### src/rtl/uart_pkg.sv
// ----------------------------------------------------------------------------
// uart_pkg
// Shared constants for the UART TX sharing logic.
//   DATA_WIDTH  : byte width on the requester / serializer interface
//   WAIT_CYCLES : default idle gap between messages (one bit time)
//   ARB_*       : arbiter state encodings
//   max_int     : helper for sizing counters from two parameters
// ----------------------------------------------------------------------------
package uart_pkg;

   localparam int DATA_WIDTH  = 8;
   localparam int WAIT_CYCLES = 234;

   localparam logic [1:0] ARB_IDLE   = 2'd0;
   localparam logic [1:0] ARB_STREAM = 2'd1;
   localparam logic [1:0] ARB_GAP    = 2'd2;

   function automatic int max_int(input int a, input int b);
      return (a > b) ? a : b;
   endfunction

endpackage

### src/rtl/uart_tx_arbiter_rr_picker.sv
// ----------------------------------------------------------------------------
// rr_picker
// Combinational round-robin select: returns the first set bit of req,
// searching upward from ptr with wrap at N.
//   req   : request vector
//   ptr   : index with highest priority
//   gnt   : one-hot selected request (zero when none)
//   found : at least one request is set
// ----------------------------------------------------------------------------
module rr_picker #(
   parameter int N  = 2,
   parameter int PW = (N > 1) ? $clog2(N) : 1
) (
   input  logic [N-1:0]  req,
   input  logic [PW-1:0] ptr,
   output logic [N-1:0]  gnt,
   output logic          found
);

   localparam logic [PW:0] N_L = (PW+1)'(N);

   logic [PW:0]   sum;
   logic [PW-1:0] idx;

   always_comb begin
      gnt   = '0;
      found = 1'b0;
      sum   = '0;
      idx   = '0;
      for (int k = 0; k < N; k++) begin
         // ptr + k reduced mod N without a divider; one subtract suffices
         // since both operands are below N.
         sum = {1'b0, ptr} + (PW+1)'(k);
         if (sum >= N_L) sum = sum - N_L;
         idx = sum[PW-1:0];
         if (!found && req[idx]) begin
            gnt[idx] = 1'b1;
            found    = 1'b1;
         end
      end
   end

endmodule

### src/rtl/uart_tx_arbiter.sv
// ----------------------------------------------------------------------------
// uart_tx_arbiter
// Shares one UART TX byte serializer between N_REQ requesters. Whole
// messages are granted round-robin; a GAP_CYCLES idle gap follows each
// message, and a message stalled for too long is aborted.
//   clk, rst   : clock, synchronous active-high reset
//   req_valid  : per-requester byte valid
//   req_data   : per-requester byte, requester i at [i*DATA_WIDTH +: DATA_WIDTH]
//   req_last   : byte is the last of its message
//   req_ready  : byte from requester i accepted this cycle
//   tx_valid / tx_data / tx_ready : valid/ready byte link to the serializer
//   grant      : one-hot current owner (zero outside a message)
//   busy       : arbiter not idle
//   abort      : one-cycle pulse when the watchdog kills a message
// ----------------------------------------------------------------------------
module uart_tx_arbiter #(
   parameter int N_REQ          = 2,
   parameter int DATA_WIDTH     = uart_pkg::DATA_WIDTH,
   parameter int GAP_CYCLES     = uart_pkg::WAIT_CYCLES,
   parameter int TIMEOUT_CYCLES = 4096
) (
   input  logic                        clk,
   input  logic                        rst,
   input  logic [N_REQ-1:0]            req_valid,
   input  logic [N_REQ*DATA_WIDTH-1:0] req_data,
   input  logic [N_REQ-1:0]            req_last,
   output logic [N_REQ-1:0]            req_ready,
   output logic                        tx_valid,
   output logic [DATA_WIDTH-1:0]       tx_data,
   input  logic                        tx_ready,
   output logic [N_REQ-1:0]            grant,
   output logic                        busy,
   output logic                        abort
);

   import uart_pkg::*;

   localparam int PW = (N_REQ > 1) ? $clog2(N_REQ) : 1;
   localparam int CW = $clog2(max_int(GAP_CYCLES, TIMEOUT_CYCLES) + 1);

   localparam logic [CW-1:0] GAP_LAST = CW'(GAP_CYCLES - 1);
   // The abort decision is taken on the edge where the counter would step
   // to TIMEOUT_CYCLES-1, so the pulse shows TIMEOUT_CYCLES-1 cycles after
   // the last transfer.
   localparam logic [CW-1:0] TO_LAST  = CW'(TIMEOUT_CYCLES - 2);
   localparam logic [PW-1:0] IDX_MAX  = PW'(N_REQ - 1);

   logic [1:0]       state;
   logic [N_REQ-1:0] grant_r;
   logic [PW-1:0]    owner;
   logic [PW-1:0]    rr_ptr;
   logic [CW-1:0]    cnt;
   logic             abort_r;

   logic [N_REQ-1:0] pick_gnt;
   logic             pick_found;
   logic [PW-1:0]    pick_idx;
   logic [PW-1:0]    next_ptr;
   logic             owner_last;
   logic             xfer;

   rr_picker #(.N(N_REQ), .PW(PW)) u_pick (
      .req   (req_valid),
      .ptr   (rr_ptr),
      .gnt   (pick_gnt),
      .found (pick_found)
   );

   always_comb begin
      pick_idx = '0;
      for (int i = 0; i < N_REQ; i++)
         if (pick_gnt[i]) pick_idx = PW'(i);
   end

   // The finishing owner becomes lowest priority on the next pick.
   assign next_ptr = (owner == IDX_MAX) ? '0 : owner + 1'b1;

   // grant_r is only non-zero in STREAM, so gating by it alone keeps the
   // passthrough quiet in IDLE and GAP.
   always_comb begin
      tx_valid   = 1'b0;
      tx_data    = '0;
      owner_last = 1'b0;
      for (int i = 0; i < N_REQ; i++) begin
         if (grant_r[i]) begin
            tx_valid   = req_valid[i];
            tx_data    = req_data[i*DATA_WIDTH +: DATA_WIDTH];
            owner_last = req_last[i];
         end
      end
   end

   assign req_ready = grant_r & {N_REQ{tx_ready}};
   assign xfer      = tx_valid & tx_ready;
   assign grant     = grant_r;
   assign busy      = (state != ARB_IDLE);
   assign abort     = abort_r;

   always_ff @(posedge clk) begin
      if (rst) begin
         state   <= ARB_IDLE;
         grant_r <= '0;
         owner   <= '0;
         rr_ptr  <= '0;
         cnt     <= '0;
         abort_r <= 1'b0;
      end else begin
         abort_r <= 1'b0;
         case (state)
            ARB_IDLE: begin
               if (pick_found) begin
                  grant_r <= pick_gnt;
                  owner   <= pick_idx;
                  cnt     <= '0;
                  state   <= ARB_STREAM;
               end
            end
            ARB_STREAM: begin
               if (xfer) begin
                  cnt <= '0;
                  if (owner_last) begin
                     grant_r <= '0;
                     rr_ptr  <= next_ptr;
                     state   <= ARB_GAP;
                  end
               end else if (!tx_valid) begin
                  // Only an absent byte counts toward the watchdog;
                  // serializer backpressure holds the counter.
                  if (cnt == TO_LAST) begin
                     abort_r <= 1'b1;
                     grant_r <= '0;
                     rr_ptr  <= next_ptr;
                     cnt     <= '0;
                     state   <= ARB_GAP;
                  end else begin
                     cnt <= cnt + 1'b1;
                  end
               end
            end
            ARB_GAP: begin
               if (cnt == GAP_LAST) begin
                  cnt   <= '0;
                  state <= ARB_IDLE;
               end else begin
                  cnt <= cnt + 1'b1;
               end
            end
            default: begin
               state   <= ARB_IDLE;
               grant_r <= '0;
               cnt     <= '0;
            end
         endcase
      end
   end

endmodule
### config.mk
export PLATFORM = sky130hd
export DESIGN_NAME = uart_tx_arbiter
export DESIGN_NICKNAME = d
export VERILOG_FILES = /design/src/rtl/uart_pkg.sv /design/src/rtl/uart_tx_arbiter_rr_picker.sv /design/src/rtl/uart_tx_arbiter.sv
export SDC_FILE = /design/constraint.sdc
export NUM_CORES = 1
export LEC_CHECK = 0
export BUFFER_PORTS_ARGS = -buffer_cell sky130_fd_sc_hd__buf_4
export CAP_MARGIN = 20
export CORE_ASPECT_RATIO = 1.2
export CORE_MARGIN = 3
export CORE_UTILIZATION = 40
export CTS_CLUSTER_DIAMETER = 120
export DETAILED_ROUTE_END_ITERATION = 6
export GPL_ROUTABILITY_DRIVEN = 0
export GPL_TIMING_DRIVEN = 0
export PLACE_DENSITY_LB_ADDON = 0.15
export SYNTH_ARGS = -nofsm -noshare
export SYNTH_HDL_FRONTEND = slang
export SYNTH_SLANG_ARGS = --single-unit
### constraint.sdc
create_clock -name clk -period 2.4 [get_ports clk]
set_clock_uncertainty 0.15 [all_clocks]
set_input_delay 0.12 -clock clk [delete_from_list [all_inputs] [get_ports clk]]
set_output_delay 0.12 -clock clk [all_outputs]
set_load 0.01 [all_outputs]
==> results.py <==
metrics = {
    "synthesis": {
        "syn_inst": 157,
        "ys_seq_area_share_pct": 31.0,
        "ys_seq_elements": 20,
        "synth_area_leaders": "dfxtp_1, ha_1, a22o_1",
        "synth-edff-count": 0,
        "syn_nets": 186,
        "synthFlopType": "dfxtp_1",
        "synth_area_leader_cell": "dfxtp_1",
        "syn_area_um2": 1290,
        "synth_most_common_cell": "dfxtp_1",
        "ys_top_cells_by_count": "dfxtp_1, nand2_1, inv_1, nor4_1, nor2_1",
        "ys_async_sr_fraction_pct": 0,
        "synth_cell_types": 40,
        "synth.avg_cell_area_um2": 8.22,
        "synth_warnings": 0,
        "synth_top_area_share_pct": 31.0,
    },
    "setup_path": {
        "r2r_setup_slack_ns": 0.23,
        "critical_path_class": "reg -> reg",
        "cp.arrival_ns": 2.21,
        "required_ns": 2.44,
        "cpMaxStageDelayCell": "clkbuf_1",
        "cp-start-kind": "flip-flop",
        "path_max_fanout": 10,
        "slowest_delay_ns": 0.42,
        "crit_chain": "nand3b_2 > a211oi_2 > clkbuf_1 > nor3_1 > xnor2_1 > nor2_1",
        "worstRegToRegCells": 6,
        "critPathCaptureType": "flip-flop",
    },
    "sta": {
        "hold_violations": 0,
        "slew_viol_final": 0,
        "fin_ws_ns": 0.231,
        "worst_pin_slew_ns": 0.469,
        "slew_headroom_pct": 68.7,
        "post-route-period-util_pct": 90.4,
        "timing.fmax_mhz": 461,
        "finalSetupViolCount": 0,
        "period_needed_ns": 2.17,
        "setup_tns_ns": 0,
        "rsz0062_at_grt": "false",
    },
    "layout": {
        "final_cells": 234,
        "drive_above_1_share_pct": 25.5,
        "final_nets": 231,
        "final_cell_area_um2": 1680,
        "areaGrowthSynthToFinish_pct": 30.3,
        "final_util_pct": 57.1,
        "antenna_cells": 0,
        "fillerInstances": 271,
    },
    "global_route": {
        "grt_pass1_vias": 1299,
        "groute.usage.overall_pct": 17.7,
        "grt_pass1_wl_um": 5510,
        "antenna_found_initial": 0,
        "overflow": 0,
        "grt_max_degree": 11,
    },
    "clock_tree": {
        "cts.path.max_buffers": 2,
        "cts_max_level": 1,
        "cts_post_setup_buffers_inserted": 0,
        "root_buffer": "clkbuf_4",
        "cts_buffers": 3,
        "clkTransAtPathRegs_ns": 0.11,
        "tritoncts": "yes",
        "insertion_delay_ns": 0.30,
        "clock_sinks": 20,
    },
    "placement": {
        "dp_cells": 228,
        "place_area_um2": 1610,
        "dp_slack_ns": 0.0458,
        "io_buffers": 37,
        "dp_hpwl_um": 2560,
    },
    "power_and_ir_drop": {
        "irDropWorstVdd_mv": 0.442,
        "p_per_area_nw_per_um2": 641,
        "p_int_uw": 651,
        "seqPwrFrac_pct": 36.5,
        "swShare_pct": 39.6,
        "clkPwrFrac_pct": 14.6,
        "p_leak_nw": 0.648,
        "comb_power_share_pct": 48.9,
        "switching_power_uw": 427,
    },
    "floorplan": {
        "die_area_um2": 3950,
        "fp.coreArea_um2": 2940,
        "start_util_pct": 43.8,
        "num_rows": 21,
        "io_pins": 38,
        "die_x_um": 57.8,
        "die_h_um": 68.2,
    },
    "route": {
        "dr.pass1.iters": 4,
        "wl_per_cell_um": 14.4,
        "ant_nets": 0,
        "wl_um": 3370,
        "drcViolationCount": 0,
        "routed-via-count": 1357,
        "drt_iter0_markers": 64,
        "vias_per_cell": 5.80,
    },
    "worst_hold_path": {
        "holdPathStages": 1,
        "hp-class": "reg -> reg",
    },
    "flow_run": {
        "max_cap_violations": 0,
    },
    "outcome": {
        "status": "completed",
    },
}
[placed cells by master, fill, tap and decap left out, types with 2 or more instances in the layout]
cell           instances
dfxtp_1               20
nor3_1                 3
nand4_1                4
o311ai_1               3
nor4b_1                2
buf_4                 38
nor2_1                 9
and4_1                 3
a31oi_1                2
nor4_1                10
o31ai_1                3
clkbuf_2               2
nand3_1                5
dlygate4sd3_1          3
xnor2_1                8
inv_1                 10
nand2_1               17
ha_1                   6
and2_1                 4
clkbuf_4               3
clkbuf_1               6
nor2b_1                5
nand3b_1               2
a21oi_1                6
a22o_1                 8
[worst paths after layout]
kind / start / endpoint
max reg2reg: grant[1] / cnt[12]
min: owner / rr_ptr
max: grant[1] / cnt[12]
min reg2reg: owner / rr_ptr
[per-stage QoR]
step	hold slack [ns]	total power [mW]
after floorplan	0.0493	0.714
after global placement	0.169	0.904
after detailed placement	0.177	0.911
after CTS	0.320	1.07
after global routing	0.347	1.15
final	0.315	1.08
[metal layers]
metal	share of wire (%)	vias to the layer above	track usage (%)
met1	43	629	20.4
li1	-	670	-
met3	7.9	5	3.40
met5	0	-	0
met4	1.4	0	8.70
met2	48	53	31.1
[power by group through the flow]
stage | Combinational (mW) | Clock [mW] | Sequential [mW]
after floorplan | 0.318 | 0 | 0.396
after global placement | 0.505 | 0 | 0.399
after detailed placement | 0.511 | 0 | 0.401
after CTS | 0.516 | 0.163 | 0.393
after global routing | 0.585 | 0.171 | 0.398
final | 0.527 | 0.157 | 0.393
[area by class of cell]
type | count | area (um2) | share of cell area [%]
Multi-Input combinational cell | 118 | 830 | 49.4
Sequential cell | 20 | 400 | 23.8
Timing Repair Buffer | 40 | 308 | 18.3
Tap cell | 34 | 42.5 | 2.53
Buffer | 9 | 40.0 | 2.38
Inverter | 10 | 37.5 | 2.23
Clock buffer | 3 | 22.5 | 1.34
[worst max-delay path: cells and delay by family, from the launching register on]
| kind | cells | cell delay, ns |
|---|---|---|
| simple gates | 3 | 0.54 |
| buf+inv | 1 | 0.42 |
| compound gates | 1 | 0.41 |
| flops | 1 | 0.39 |
| xor+xnor | 1 | 0.17 |
[timing repair]
action,4_1_cts,5_1_grt
endpoints found under the hold margin,3,0
hold buffers,3,0
resized for setup,0,7
endpoints found under the setup margin,0,14
[flip-flops by register name, summed over array words and instances, names as in the netlist]
name,cells
cnt,13
grant,2
state,2
abort,1
owner,1
rr_ptr,1
[logic make-up after synthesis]
logic type                 after synthesis  share of synthesized area, %
and+or+nand+nor                         70                          30.5
buffers and inverters                   19                          5.82
DFF                                     20                          31.0
adders and majority gates                6                          5.82
xor gates and xnor gates                 8                          5.43
AOI/OAI and AO/OA                       34                          21.4
No activity file was read; power rests on OpenSTA's default activity.
